<file path="config.mk">
export PLATFORM = sky130hd
export DESIGN_NAME = dpi_stream_sequencer
export DESIGN_NICKNAME = d
export VERILOG_FILES = /design/src/rtl/dpi_stream_sequencer.sv
export SDC_FILE = /design/constraint.sdc
export NUM_CORES = 1
export LEC_CHECK = 0
export CAP_MARGIN = 5
export CORE_MARGIN = 1
export CORE_UTILIZATION = 67
export DETAILED_ROUTE_END_ITERATION = 12
export PLACE_DENSITY = 0.86
export SLEW_MARGIN = 20
export SYNTH_ARGS = -nofsm -noshare
export SYNTH_HDL_FRONTEND = slang
export SYNTH_SLANG_ARGS = --single-unit
</file>
<file path="constraint.sdc">
create_clock -name clk -period 62.4 [get_ports clk]
set_clock_uncertainty 0.1 [all_clocks]
set_input_delay 9.36 -clock clk [delete_from_list [all_inputs] [get_ports clk]]
set_output_delay 9.36 -clock clk [all_outputs]
set_load 0.02 [all_outputs]
</file>
<file path="src/rtl/dpi_stream_sequencer.sv">
// Front-end sequencer for a bank of per-stream regex matchers. It restores stream
// state, forwards packet bytes, and finalizes each packet after the matcher pipeline drains.
module dpi_stream_sequencer #(
    parameter int NUM_REGEX = 8,
    parameter int LOAD_LAT  = 2,
    parameter int DRAIN_LAT = 4
) (
    input  logic                 clk,
    input  logic                 rst,
    input  logic                 in_vld,
    output logic                 in_ready,
    input  logic [7:0]           in_data,
    input  logic                 in_sop,
    input  logic                 in_eop,
    input  logic [5:0]           in_stream_id,
    input  logic                 cfg_wr,
    input  logic                 cfg_clr,
    input  logic [5:0]           cfg_stream_id,
    input  logic [NUM_REGEX-1:0] cfg_mask,
    output logic                 load_state,
    output logic [5:0]           stream_id,
    output logic                 new_stream_id,
    output logic [7:0]           char_in,
    output logic                 char_in_vld,
    output logic                 eop,
    output logic [NUM_REGEX-1:0] enable,
    output logic                 busy,
    output logic                 pkt_done,
    output logic [15:0]          pkt_count,
    output logic [15:0]          err_count
);

    localparam int MAX_LAT = (LOAD_LAT > DRAIN_LAT) ? LOAD_LAT : DRAIN_LAT;
    localparam int CW      = $clog2(MAX_LAT + 1);

    typedef enum logic [2:0] {
        S_IDLE, S_LOAD, S_WAIT, S_STREAM, S_DRAIN, S_FIN
    } state_e;

    state_e                       state_q, state_d;
    logic [CW-1:0]                cnt_q, cnt_d;
    logic [5:0]                   sid_q, sid_d;
    logic [NUM_REGEX-1:0]         en_q, en_d;
    logic [63:0]                  valid_q, valid_d;
    logic [63:0][NUM_REGEX-1:0]   mask_q, mask_d;
    logic [15:0]                  pkt_q, pkt_d;
    logic [15:0]                  err_q, err_d;

    logic in_ready_c;

    always_ff @(posedge clk or posedge rst) begin
        if (rst) begin
            state_q <= S_IDLE;
            cnt_q   <= '0;
            sid_q   <= '0;
            en_q    <= '0;
            valid_q <= '0;
            mask_q  <= '1;
            pkt_q   <= '0;
            err_q   <= '0;
        end else begin
            state_q <= state_d;
            cnt_q   <= cnt_d;
            sid_q   <= sid_d;
            en_q    <= en_d;
            valid_q <= valid_d;
            mask_q  <= mask_d;
            pkt_q   <= pkt_d;
            err_q   <= err_d;
        end
    end

    always_comb begin
        state_d       = state_q;
        cnt_d         = cnt_q;
        sid_d         = sid_q;
        en_d          = en_q;
        valid_d       = valid_q;
        mask_d        = mask_q;
        pkt_d         = pkt_q;
        err_d         = err_q;
        in_ready_c    = 1'b0;
        load_state    = 1'b0;
        new_stream_id = 1'b0;
        char_in       = '0;
        char_in_vld   = 1'b0;
        eop           = 1'b0;
        stream_id     = '0;
        enable        = '0;
        busy          = 1'b1;

        unique case (state_q)
            S_IDLE: begin
                busy = 1'b0;
                if (in_vld) begin
                    if (in_sop) begin
                        // SOP byte is left pending; it is consumed once STREAM opens.
                        sid_d   = in_stream_id;
                        state_d = S_LOAD;
                    end else begin
                        in_ready_c = 1'b1;
                        if (err_q != 16'hFFFF) err_d = err_q + 16'd1;
                    end
                end
            end
            S_LOAD: begin
                load_state    = 1'b1;
                stream_id     = sid_q;
                new_stream_id = ~valid_q[sid_q];
                enable        = mask_q[sid_q];
                en_d          = mask_q[sid_q];
                if (LOAD_LAT > 1) begin
                    cnt_d   = CW'(LOAD_LAT - 1);
                    state_d = S_WAIT;
                end else begin
                    state_d = S_STREAM;
                end
            end
            S_WAIT: begin
                stream_id = sid_q;
                enable    = en_q;
                if (cnt_q <= CW'(1)) state_d = S_STREAM;
                else                 cnt_d   = cnt_q - CW'(1);
            end
            S_STREAM: begin
                stream_id   = sid_q;
                enable      = en_q;
                in_ready_c  = 1'b1;
                char_in     = in_data;
                char_in_vld = in_vld;
                if (in_vld && in_eop) begin
                    if (DRAIN_LAT > 1) begin
                        cnt_d   = CW'(DRAIN_LAT - 1);
                        state_d = S_DRAIN;
                    end else begin
                        state_d = S_FIN;
                    end
                end
            end
            S_DRAIN: begin
                stream_id = sid_q;
                enable    = en_q;
                if (cnt_q <= CW'(1)) state_d = S_FIN;
                else                 cnt_d   = cnt_q - CW'(1);
            end
            S_FIN: begin
                stream_id = sid_q;
                enable    = en_q;
                eop       = 1'b1;
                pkt_d     = pkt_q + 16'd1;
                // A stream with every matcher disabled has produced no state worth restoring.
                if (en_q != '0) valid_d[sid_q] = 1'b1;
                state_d   = S_IDLE;
            end
            default: begin
                busy    = 1'b0;
                state_d = S_IDLE;
            end
        endcase

        // Applied after FIN so a same-cycle invalidate overrides the set.
        if (cfg_wr)  mask_d[cfg_stream_id]  = cfg_mask;
        if (cfg_clr) valid_d[cfg_stream_id] = 1'b0;
    end

    assign in_ready  = in_ready_c & ~rst;
    assign pkt_done  = eop;
    assign pkt_count = pkt_q;
    assign err_count = err_q;

endmodule

</file>
* After elaboration in Yosys (flattened, before gate mapping)
Cells that the tools add are included.
** Word-level totals
- Register bits :: 628
- Input bits :: 35
- Output and inout port bits :: 61
- Logic and storage cells :: 145
** Operators by class
- Add/sub/neg operators :: 3
- Magnitude comparators :: 5
- Eq/ne operators :: 12
- Mux-type cells :: 34
- Bitwise gates (word level) :: 7
- Reductions and logical operators :: 13
** Operators with widths (count)
- 512-bit bitwise mux :: 1
- 64-bit two-way mux :: 3
- 64-bit AND :: 1
- 64-bit inverter :: 1
- 64-bit OR :: 1
- 8-bit binary-select mux with 6-bit select :: 1
- 8-bit demux with 6-bit select :: 1
- 16-bit by 1-bit adder with 16-bit output (second input constant) :: 2
- 8-bit two-way mux :: 3
- 3-bit two-way mux :: 7
- 16-bit != test (second input constant) :: 1
- 8-bit one-hot mux with 2 select lines :: 1
- 3-bit one-hot mux with 5 select lines :: 1
- 6-bit by 7-bit < comparator with 1-bit output (second input constant) :: 2
- 1-bit demux with 6-bit select :: 2
- 6-bit by 1-bit >= comparator with 1-bit output (second input constant) :: 2
- 2-bit != test (second input constant) :: 6
- 1-bit two-way mux :: 10
- 3-bit one-hot mux with 3 select lines :: 1
- 8-bit nonzero test :: 1
- 1-bit binary-select mux with 6-bit select :: 1
- 3-bit by 2-bit == test with 1-bit output (second input constant) :: 2
- 3-bit == test (second input constant) :: 2
- 6-bit two-way mux :: 1
- 15 further kinds :: 20

* Longest topological paths before layout
- Depth after elaboration :: 9
- Gate-level depth with buffers :: 11
- Gate-level depth less buffers :: 7

* Least setup slack after synthesis
OpenSTA, ideal clock, no wires.
- Kind :: input -> output
- Start point :: in in_sop
- End point :: out in_ready
- Arrival :: 9938 ps
- Required time :: 52940 ps
- Path slack :: 43002 ps
- Stages on the path :: 3
- Path buffers :: 0
- Cells stage by stage :: inv_1 > nand4_1 > a21oi_1
** On the way
- Word-level cells in the longest chain between the ends :: 4
** RTL lines
- start: declaration :: RTL line 13 : input logic in_sop,
- 1-bit two-way mux :: RTL line 96 : if (in_sop) begin
- 1-bit two-way mux :: RTL line 95 : if (in_vld) begin
- 1-bit one-hot mux with 2 select lines :: RTL line 92 : unique case (state_q)
- 1-bit AND :: RTL line 166 : assign in_ready = in_ready_c & ~rst;
- end: declaration :: RTL line 11 : output logic in_ready,
No other way between the ends.

* Worst setup path after layout
- Start point :: in in_vld
- End point :: out in_ready
** On the way
- Word-level cells in the longest chain between the ends :: 3
** RTL lines
- start: declaration :: RTL line 10 : input logic in_vld,
- 1-bit two-way mux :: RTL line 95
- 1-bit one-hot mux with 2 select lines :: RTL line 92
- 1-bit AND :: RTL line 166
No other way between the ends.

==> impl_metrics.json <==
{
  "detail_route.iter0.violations": 2286,
  "edff_count_synth": 0,
  "clock_latency_late_sink_ns": 0.59,
  "antenna_violations_before_repair": 2,
  "first_global_vias": 21400,
  "worst_setup_path_start_kind": "input pin",
  "grt_first_pass_wirelength_um": 123000,
  "holdBufCountCts": 0,
  "timing.final.crit_share": 0.326,
  "numPlacedInstances": 2917,
  "post_synth_and_or_nand_nor_area_fraction": 0.0676,
  "data_required_time_of_the_critical_path_ns": 52.94,
  "grt_start_max_net_pins": 164,
  "cts_tree": "yes",
  "place.gp.congestion": 0.908,
  "floorplan.die.width_um": 214,
  "hold_ws_ns": 0.376,
  "path_clk_slew_ns": 0.06,
  "synth.top_cell.area_share": 0.447,
  "synth.top_cells.by_count": "dfstp_2 (512), mux2_2 (506), nand2_1 (162)",
  "cell_row_count": 77,
  "synth-main-ff-cell": "dfstp_2",
  "synth_mux_area_frac": 0.267,
  "start_util": 0.680,
  "detail_route.wirelength_um": 78600,
  "drive_gt1_frac": 0.506,
  "timing_worst_slew_pin_value_ns": 1.20,
  "final.min_clock_period_ns": 20.36,
  "end_kind": "output port",
  "synth.most_common_cell": "dfstp_2",
  "buffer_ports.inserted": 95,
  "max_transition_viols_final": 0,
  "worstPathArrival_ns": 10.90,
  "setup_viol_count_final": 0,
  "final_net_count": 2432,
  "synthesis.area_per_instance_um2": 12.7,
  "area_fraction_in_compound_gates_after_synthesis": 0.0798,
  "num-fill-cells": 2684,
  "wl_per_cell_um": 25.9,
  "synth.area.top_cells": "dfstp_2 (45%), mux2_2 (19%), dfrtp_1 (9.6%)",
  "dr_total_vias": 20400,
  "grt.overflow.total": 0,
  "dominant_combinational_cell_family_by_area_after_synthesis": "multiplexers",
  "synth.ff_latch_count": 628,
  "htree_levels": 3,
  "design.core.area_um2": 44300,
  "run_status": "completed",
  "floorplan.die.height_um": 214,
  "postRouteAntennaNets": 0,
  "synth_async_sr_flop_share": 1.00,
  "final_hold_fails": 0,
  "vdd_ir_drop_max_v": 0.0000449,
  "post_synth_xor_area_fraction": 0.00873,
  "ff_latch_area_um2": 16400,
  "holdCritPathClass": "register to register",
  "floorplan.io_pins": 96,
  "dieArea_um2": 45800,
  "cts_bufs_inserted": 66,
  "grt_setup_unrepaired": "no",
  "yosys.cell_types.count": 67,
  "drc": 0,
  "setup_ws_ns": 42.04,
  "clock_tree.buffer_depth": 3,
  "post_drt_via_cell_ratio": 6.72,
  "detailedPlacementHpwl_um": 47600,
  "netlist.top_cell.by_area": "dfstp_2",
  "post_synth_inst_count": 2364,
  "max-cap-violations": 0,
  "drtPass1Iterations": 6,
  "critical_path_class": "input pin to output port",
  "synthAdderAreaFrac": 0.00166,
  "finalNonFillerCells": 3039,
  "ctsResizeCount": 0,
  "cts_setup_buffers": 0,
  "track_usage": 0.346,
  "multi_input_comb_area_um2": 12800,
  "worst-r2r-setup-slack_ns": 58.11,
  "clock-sinks": 628,
  "critical_path_peak_fanout": 4,
  "count_of_synthesis_stage_warnings_from_yosys": 0,
  "area.growth.synth_to_final_pct": 11.5,
  "post_synth_instance_area_um2": 30100,
  "clock_tree.root_cell": "clkbuf_16",
  "setup-tns-final_ns": 0,
  "maxClockFrequency_mhz": 49.1,
  "leakagePower_uw": 0.0135,
  "timing.slew.headroom": 0.198,
  "synth-seq-area-share": 0.543,
  "dpl_worst_slack_ns": 42.02,
  "syn-num-nets": 2403,
  "power_per_cell_area_nw_per_um2": 39.9
}
worst max-delay path, cell delays in order:
cell and delay [ns]:
clkdlybuf4s50_1 0.52, nand4_1 0.20, a21oi_1 0.20, clkdlybuf4s50_1 0.62
cell families (layout without fill, tap and decap cells):
kind of cell	after synthesis	after routing
and+or+nand+nor	412	412
other	0	2
xor gates and xnor gates	30	30
muxes	695	695
AOI/OAI and AO/OA	375	375
buffers and inverters	220	301
adders and majority gates	4	4
DFF	628	628
sequential cells by signal, summed over array words and instances, names as in the netlist:
name,count
mask_q,512
valid_q,64
err_count,16
pkt_count,16
en_q,8
sid_q,6
cnt_q,3
state_q,3
metal layers:
layer  track usage  wire, um  share of wire  up-vias
met5             0         0              0        -
met4         0.193      4130          0.053        0
met3        0.0695      6620          0.084      284
met2         0.542     36900           0.47     1026
met1         0.455     30900           0.39    10500
li1              -         -              -     8658
where the power goes:
group	internal [uW]	total, uW	switching, uW	leakage [uW]
combinational	156	380	224	0.00572
sequential	501	557	56.6	0.00670
clock	241	401	160	0.00109
total	897	1340	441	0.0135
area by class of cell:
type | instances | share of cell area
sequential | 628 | 0.488
clock inverter | 8 | 0.00276
tap | 592 | 0.0221
timing repair buffer | 129 | 0.0355
multi-input combinational | 1516 | 0.382
clock buffer | 112 | 0.0636
inverter | 52 | 0.00604
antenna | 2 | 0.000149
placed cells by master (no fill, tap or decap), drive strengths merged, types with 6 or more instances in the layout:
cell type      count
a21oi            154
a221o              7
a221oi            14
a32oi              6
and2              28
and3               6
buf               42
clkbuf           112
clkdlybuf4s50     87
clkinv             6
dfrtp            116
dfstp            512
inv               51
mux2             506
mux2i            153
mux4              36
nand2            164
nand2b            10
nand3             35
nand3b             6
nor2              79
nor3              37
nor3b             11
o21a               7
o21ai             40
o22ai             62
o31a               7
o31ai             13
o32ai             39
o41ai              7
xnor2             20
xor2              10
final timing paths:
path                          startpoint       endpoint  depth (start not counted)
max                               in_vld       in_ready                          4
min                        pkt_count[15]  pkt_count[15]                          1
max reg2reg                     sid_q[1]        en_q[7]                          7
min reg2reg                pkt_count[15]  pkt_count[15]                          1
max in group asynchronous            rst    mask_q[217]                          4
min in group asynchronous            rst       cnt_q[1]                          2
through the flow:
| step | total power [uW] | utilization | area [um^2] |
|---|---|---|---|
| finish | 1340 | 0.757 | 33600 |
| floorplan | 814 | - | 30100 |
| global route | 1380 | 0.757 | 33600 |
| CTS | 1330 | 0.757 | 33500 |
| detailed placement | 927 | 0.706 | 31300 |
| global placement | 912 | 0.706 | 31300 |
Note: power is estimated with default switching activity, not from simulation.
